`src/rtl/multicycle_ctrl.sv`:
```
// Multi-cycle control FSM for the LEGv8 datapath. It sequences fetch, decode,
// execute, memory and writeback, and handshakes with a variable-latency memory.
module multicycle_ctrl #(
    parameter int TIMEOUT = 16
) (
    input  logic        clk,
    input  logic        reset,
    input  logic [10:0] opcode,
    input  logic        zero,
    input  logic        mem_ack,
    output logic        mem_req,
    output logic        mem_we,
    output logic        iord,
    output logic        ir_en,
    output logic        pc_en,
    output logic        pc_src,
    output logic        reg2loc,
    output logic        alu_src,
    output logic [3:0]  alucontrol,
    output logic        reg_we,
    output logic        mem_to_reg,
    output logic        instr_done,
    output logic [1:0]  fault
);

    typedef enum logic [2:0] {
        S_START,
        S_FETCH,
        S_DECODE,
        S_EXEC,
        S_MEM,
        S_WB,
        S_ERR
    } state_t;

    typedef enum logic [2:0] {
        C_NONE,
        C_LDUR,
        C_STUR,
        C_CBZ,
        C_ADD,
        C_SUB,
        C_AND,
        C_ORR
    } class_t;

    localparam int TW = (TIMEOUT > 2) ? $clog2(TIMEOUT) : 1;
    localparam logic [TW-1:0] TIMER_LAST = TW'(TIMEOUT - 1);

    localparam logic [3:0] ALU_AND   = 4'b0000;
    localparam logic [3:0] ALU_ORR   = 4'b0001;
    localparam logic [3:0] ALU_ADD   = 4'b0010;
    localparam logic [3:0] ALU_SUB   = 4'b0110;
    localparam logic [3:0] ALU_PASSB = 4'b0111;

    localparam logic [1:0] FAULT_NONE    = 2'b00;
    localparam logic [1:0] FAULT_ILLEGAL = 2'b01;
    localparam logic [1:0] FAULT_TIMEOUT = 2'b10;

    state_t         state_q, state_d;
    class_t         class_q, class_d;
    logic [TW-1:0]  timer_q, timer_d;
    logic [1:0]     fault_q, fault_d;

    class_t         dec_class;
    logic           wait_expired;

    always_comb begin
        dec_class = C_NONE;
        casez (opcode)
            11'b11111000010: dec_class = C_LDUR;
            11'b11111000000: dec_class = C_STUR;
            11'b10110100???: dec_class = C_CBZ;
            11'b10001011000: dec_class = C_ADD;
            11'b11001011000: dec_class = C_SUB;
            11'b10001010000: dec_class = C_AND;
            11'b10101010000: dec_class = C_ORR;
            default:         dec_class = C_NONE;
        endcase
    end

    // The last permitted wait cycle faults only if the memory still has not answered.
    assign wait_expired = (timer_q == TIMER_LAST) && !mem_ack;

    always_comb begin
        state_d    = state_q;
        class_d    = class_q;
        fault_d    = fault_q;
        timer_d    = '0;
        mem_req    = 1'b0;
        mem_we     = 1'b0;
        iord       = 1'b0;
        ir_en      = 1'b0;
        pc_en      = 1'b0;
        pc_src     = 1'b0;
        reg2loc    = 1'b0;
        alu_src    = 1'b0;
        alucontrol = ALU_AND;
        reg_we     = 1'b0;
        mem_to_reg = 1'b0;
        instr_done = 1'b0;

        case (state_q)
            S_START: begin
                state_d = S_FETCH;
            end

            S_FETCH: begin
                mem_req = 1'b1;
                if (mem_ack) begin
                    ir_en   = 1'b1;
                    pc_en   = 1'b1;
                    state_d = S_DECODE;
                end else if (wait_expired) begin
                    fault_d = FAULT_TIMEOUT;
                    state_d = S_ERR;
                end else begin
                    timer_d = timer_q + 1'b1;
                end
            end

            S_DECODE: begin
                class_d = dec_class;
                reg2loc = (dec_class == C_STUR) || (dec_class == C_CBZ);
                if (dec_class == C_NONE) begin
                    fault_d = FAULT_ILLEGAL;
                    state_d = S_ERR;
                end else begin
                    state_d = S_EXEC;
                end
            end

            S_EXEC: begin
                case (class_q)
                    C_LDUR, C_STUR: begin
                        alu_src    = 1'b1;
                        alucontrol = ALU_ADD;
                        reg2loc    = (class_q == C_STUR);
                        state_d    = S_MEM;
                    end
                    C_CBZ: begin
                        reg2loc    = 1'b1;
                        alucontrol = ALU_PASSB;
                        pc_en      = zero;
                        pc_src     = zero;
                        instr_done = 1'b1;
                        state_d    = S_FETCH;
                    end
                    C_ADD: begin
                        alucontrol = ALU_ADD;
                        state_d    = S_WB;
                    end
                    C_SUB: begin
                        alucontrol = ALU_SUB;
                        state_d    = S_WB;
                    end
                    C_AND: begin
                        alucontrol = ALU_AND;
                        state_d    = S_WB;
                    end
                    C_ORR: begin
                        alucontrol = ALU_ORR;
                        state_d    = S_WB;
                    end
                    default: begin
                        fault_d = FAULT_ILLEGAL;
                        state_d = S_ERR;
                    end
                endcase
            end

            S_MEM: begin
                mem_req    = 1'b1;
                iord       = 1'b1;
                mem_we     = (class_q == C_STUR);
                alucontrol = ALU_ADD;
                alu_src    = 1'b1;
                if (mem_ack) begin
                    if (class_q == C_STUR) begin
                        instr_done = 1'b1;
                        state_d    = S_FETCH;
                    end else begin
                        state_d = S_WB;
                    end
                end else if (wait_expired) begin
                    fault_d = FAULT_TIMEOUT;
                    state_d = S_ERR;
                end else begin
                    timer_d = timer_q + 1'b1;
                end
            end

            S_WB: begin
                reg_we     = 1'b1;
                mem_to_reg = (class_q == C_LDUR);
                instr_done = 1'b1;
                state_d    = S_FETCH;
            end

            S_ERR: begin
                state_d = S_ERR;
            end

            default: begin
                state_d = S_START;
            end
        endcase
    end

    always_ff @(posedge clk or negedge reset) begin
        if (!reset) begin
            state_q <= S_START;
            class_q <= C_NONE;
            timer_q <= '0;
            fault_q <= FAULT_NONE;
        end else begin
            state_q <= state_d;
            class_q <= class_d;
            timer_q <= timer_d;
            fault_q <= fault_d;
        end
    end

    assign fault = fault_q;

    // Structural invariants of the control outputs; they cost nothing in synthesis.
    mem_we_needs_req: assert property (@(posedge clk) disable iff (!reset) mem_we |-> mem_req);
    pc_src_needs_en:  assert property (@(posedge clk) disable iff (!reset) pc_src |-> pc_en);
    fault_code_legal: assert property (@(posedge clk) disable iff (!reset) fault_q != 2'b11);
    err_absorbing:    assert property (@(posedge clk) disable iff (!reset)
                          (state_q == S_ERR) |=> (state_q == S_ERR) && $stable(fault_q));

endmodule

```
`config.mk`:
```
export PLATFORM = sky130hd
export DESIGN_NAME = multicycle_ctrl
export DESIGN_NICKNAME = d
export VERILOG_FILES = /design/src/rtl/multicycle_ctrl.sv
export SDC_FILE = /design/constraint.sdc
export NUM_CORES = 1
export LEC_CHECK = 0
export ABC_CLOCK_PERIOD_IN_PS = 1700
export BUFFER_PORTS_ARGS = -buffer_cell sky130_fd_sc_hd__buf_2
export CORE_MARGIN = 2
export CORE_UTILIZATION = 35
export DETAILED_ROUTE_END_ITERATION = 8
export PLACE_DENSITY = 0.67
export SYNTH_ARGS = -nofsm -noshare
export SYNTH_HDL_FRONTEND = slang
export SYNTH_SLANG_ARGS = --single-unit
```
`constraint.sdc`:
```
create_clock -name clk -period 1.7 [get_ports clk]
set_input_delay 0.255 -clock clk [delete_from_list [all_inputs] [get_ports clk]]
set_output_delay 0.255 -clock clk [all_outputs]
set_load 0.02 [all_outputs]
```
# After elaboration in Yosys (flattened, before gate mapping)
# Cells that the tools add are included.
word_totals:
  mem_bits_rw: 0
  out_inout_bits: 17
  latchBits: 0
  romBits: 0
  reg_bits: 12
  wordCells: 81
  in_bits: 15
  mem_count: 0
op_classes:
  addsub: 1
  n_mul: 0
  n_div: 0
  shifts: 0
  n_bitwise: 0
  mux: 36
  n_reduce_logical: 13
  eq_ne: 27
  magnitude_cmp: 0
ops:
  columns: ["op", "count"]
  rows:
  - ["11-bit equality test (second input constant)", 6]
  - ["3-bit equality test (second input constant)", 7]
  - ["3-bit case mux with 7 select lines", 1]
  - ["3-bit by 2-bit equality test with 1-bit output (second input constant)", 6]
  - ["3-bit case mux with 6 select lines", 1]
  - ["3-bit 2-to-1 mux", 5]
  - ["1-bit 2-to-1 mux", 13]
  - ["4-bit 2-to-1 mux", 3]
  - ["3-bit case mux with 4 select lines", 1]
  - ["3-bit case mux with 3 select lines", 1]
  - ["8-bit equality test (second input constant)", 1]
  - ["2-bit 2-to-1 mux", 4]
  - ["1-bit case mux with 2 select lines", 4]
  - ["7-bit OR reduction", 1]
  - ["3-bit by 1-bit equality test with 1-bit output (second input constant)", 2]
  - ["3-bit logical NOT", 2]
  - ["2-bit != test (second input constant)", 3]
  - ["2-bit case mux with 3 select lines", 1]
  - ["3-bit case mux with 2 select lines", 1]
  - ["2-bit OR reduction", 3]
  - ["5-bit AND reduction", 1]
  - ["4-bit by 1-bit adder with 4-bit output (second input constant)", 1]
  - ["4-bit equality test (second input constant)", 1]
  - ["4-bit OR reduction", 1]
  - ["7 further kinds", 7]

# Depth between registers and ports, before layout
logic_depth:
  depth_word: 5
  depth_mapped: 5
  depth_no_buf: 5

# Least setup slack after synthesis
# OpenSTA, ideal clock, no wires.
synth_path:
  path_type: "register to output"
  start: "register state_q[1]"
  end: "output mem_to_reg"
  required_ns: 1.445
  stages_incl_launch_ff: 4
  path_slack_ns: -0.036
  arrival_ns: 1.481
  cell_sequence: "dfrtp_1 -> clkbuf_1 -> nor3_1 -> and3_1"
synth_via:
  elab_chain_cells: 2
synth_rtl:
  columns: ["element", "line", "text"]
  rows:
  - ["from (decl)", "60", "state_t state_q, state_d;"]
  - ["from (signal assigned)", "217", "state_q <= state_d;"]
  - ["3-bit equality test", "103", "case (state_q)"]
  - ["1-bit 2-to-1 mux", "103", null]
  - ["to (decl)", "21", "output logic mem_to_reg,"]
# Every way passes these cells.

# Worst setup path in the final report
layout_path:
  start: "register state_q[2]"
  end: "output instr_done"
layout_via:
  elab_chain_cells: 2
  word_cells_on_any_way: 4
  cone_classes: "eq/ne (3); mux (1)"
layout_rtl:
  columns: ["element", "line", "text"]
  rows:
  - ["3-bit equality test / 3-bit by 2-bit equality test with 1-bit output (equally long branches)", "103", null]
  - ["1-bit case mux with 3 select lines (*)", "103", null]
  - ["to (decl)", "22", "output logic instr_done,"]
# Mark *: on every way between the ends. The rest lies on a longest branch, timed or not.

==> run metrics <==
drt first-iter violations=29; First-pass DRT Iterations=4; Starting Density=a little under two fifths; max-cap violations=0; failing checks=negative setup slack; status=finished with violations; Die W=55.7 um; setup TNS=-0.0161 ns; share of layout cells above drive strength 1=44.5%; Final Hold Viols=0; first-pass GRT wire length=just over 4000 um; initial antenna violation count=0; Sink Count=12; Yosys reg bits=12; CP Data Arrival Time=around 1.5 ns; CP required=1.44 ns; Inst Count DP=182; routed vias/inst=5.34; TritonCTS clock tree=yes; Crit Path Class=flip-flop to output pin; Worst-path clk slew=around 0.070 ns; Fmax achieved=0.585 GHz; Min Hold Slack=0.337 ns; post-DP HPWL=1890 um; RSZ-0062 raised after global routing=true; crit-path cells=and2b_2, nand2_4, buf_6, o32ai_2, buf_4; maximum vdd drop=~0.81 mV; CTS root buffer=clkbuf_4; Tot GR Track Use=16.1%; Die Y=approximately 56 um; input/output buffers=30; post-route ant nets=0; I/O Pins=32; core box area=0.00250 mm^2; Yosys top cell by area=dfrtp_1; Avg Cell Area, Syn=8.08 um^2; top cells by area, synth=dfrtp_1, a21oi_1, nor2_1, nand2_1, and2_1; Mapped Nets=roughly 130; Final period util=100%; Post-Route Utilization=54.8%; share of the synthesized area in the top cell type=between 30% and 40%; worst stage delay on the critical path=0.43 ns; CTS Buf Count=3; Leak=0.659 nW; CTS HTree Levels=1; average routed wire per standard cell=between 10 and 15 um; gr ovfl total=0; worst hold path type=input port to flip-flop; Final nets=approximately 180; final worst setup slack=-0.00820 ns; minimum clock period after layout=between 1.5 and 2 ns; skew final=roughly 0.0014 ns; synthesized area=about 940 um^2; final wirelength=~2400 um; Final setup violation count=2; Seq/Total Area, Yosys=between 30% and 40%; Area Growth Syn to Fin=46.2%; cell family with most CP delay=flip-flops; pin count of the biggest net entering global routing=13; clock latency on the worst-skew pair=0.27 ns; cells after synthesis=116; Max Buffers Root-to-Sink=2; Critical Path Sink Type=output pin; Routability Congestion=0.797; Yosys cell types=39; final cell count without fillers=about 190; CP max stage cell=dfrtp_1; crit-path max FO=4; ANT cells=0; crit path buf inv count=2; DRC viols=0; die area=0.00311 mm^2; Setup crit start kind=flip-flop; Ys Warns=0; Vias=~1000; count of final max-slew check failures=0; row count=18; vias in the first global route=between 900 and 1000; pwr/cell area=1440 mW/mm^2
==> synth_stat cells <==
cell type and count:
and2b_2 1, nor2_1 11, and2_2 2, a2bb2oi_1 1, dfrtp_1 12, o21a_1 1, and3_1 2, a31oi_1 4
inv_1 3, o21ai_0 6, mux2i_1 1, nor2b_1 4, xnor2_1 2, nor3_1 4, a21o_1 3, a21oi_1 9
o22ai_1 3, buf_4 1, conb_1 1, nor3b_1 2, nand2_1 10, a22o_1 1, nor4bb_1 1, nand3_1 4
and2b_1 1, nand4_1 2, o32ai_1 2, o211a_1 2, xor2_1 1, or2_0 1, clkbuf_8 1, a31o_2 1
nor4b_4 1, a211oi_1 2, nand2b_1 3, and2_1 5, clkbuf_1 3, ha_1 1, nand3b_1 1
==> registers in the layout, summed over array words and instances, names as in the netlist <==
name / flops
timer_q: 4
class_q: 3
state_q: 3
fault: 2
==> cell type report <==
| cell class | instances | area (um^2) |
|---|---|---|
| inverter | 3 | 11.3 |
| multi-input combinational | 96 | 654 |
| timing repair buffer | 49 | 327 |
| sequential | 12 | 304 |
| fill | 237 | 1130 |
| clock buffer | 4 | 36.3 |
| tap | 30 | 37.5 |
==> power breakdown <==
part           internal, mW  switching, mW  leakage (nW)
logic                 0.617          0.676         0.488
registers             0.359         0.0933         0.150
clock network         0.130         0.0934        0.0210
==> repair_timing <==
item | 4_1_cts | 5_1_grt
hold buffers | 1 | 0
cloned | 0 | 0
setup buffers | 6 | 1
gates resized for setup | 13 | 15
endpoints found under the setup margin | 7 | 13
pin swaps | 3 | 3
endpoints found under the hold margin | 12 | 0
==> metal layers <==
layer	part of all wire [%]	GRT usage (%)	vias up
li1	-	-	514
met1	42	19.6	480
met2	51	28.2	37
met3	5.0	2.33	4
met4	1.2	6.27	0
met5	0	0	-
==> metrics by stage <==
step | cell area [um^2] | total power [mW] | setup WS, ns
final | 1370 | 1.97 | -0.00820
after floorplan | 950 | 1.13 | 0.0323
after global placement | 1190 | 1.48 | 0.131
after CTS | 1320 | 1.88 | -0.00983
after detailed placement | 1190 | 1.50 | 0.117
after global routing | 1370 | 2.11 | -0.0886
==> worst min-delay path, cell delays in order <==
cell,delay [ns]
buf_2,0.12
nor2_1,0.07
nand2_1,0.06
a31oi_1,0.07
==> cells in the final DEF, fill, tap and decap left out, drive strengths merged, types with 4 or more instances in the layout <==
master | synthesis | final
a21oi | 9 | 9
a31oi | 4 | 4
and2 | 7 | 7
buf | 1 | 48
clkbuf | 4 | 4
dfrtp | 12 | 12
nand2 | 10 | 10
nand3 | 4 | 4
nor2 | 11 | 11
nor2b | 4 | 4
nor3 | 4 | 4
o21ai | 6 | 6
==> cells by family after synthesis <==
kind of cell / share of synthesized area, %
AO/OA/AOI/OAI: 24.3
XOR/XNOR: 2.80
adder cells (fa/ha/maj): 1.33
buffers and inverters: 4.67
flip-flops: 32.0
multiplexers: 1.07
other: 0.400
AND/OR/NAND/NOR: 33.4
==> path summary, 6_finish.rpt <==
kind,from,end,slack [ns],cells after the start
max,state_q[2],instr_done,-0.008,5
min,opcode[3],class_q[1],0.34,4
max reg2reg,state_q[2],fault[0],0.13,5
min reg2reg,timer_q[0],timer_q[0],0.47,1
max in group asynchronous,reset,class_q[1],1.09,2
min in group asynchronous,reset,timer_q[0],0.38,2
(Power assumes the default switching activity.)
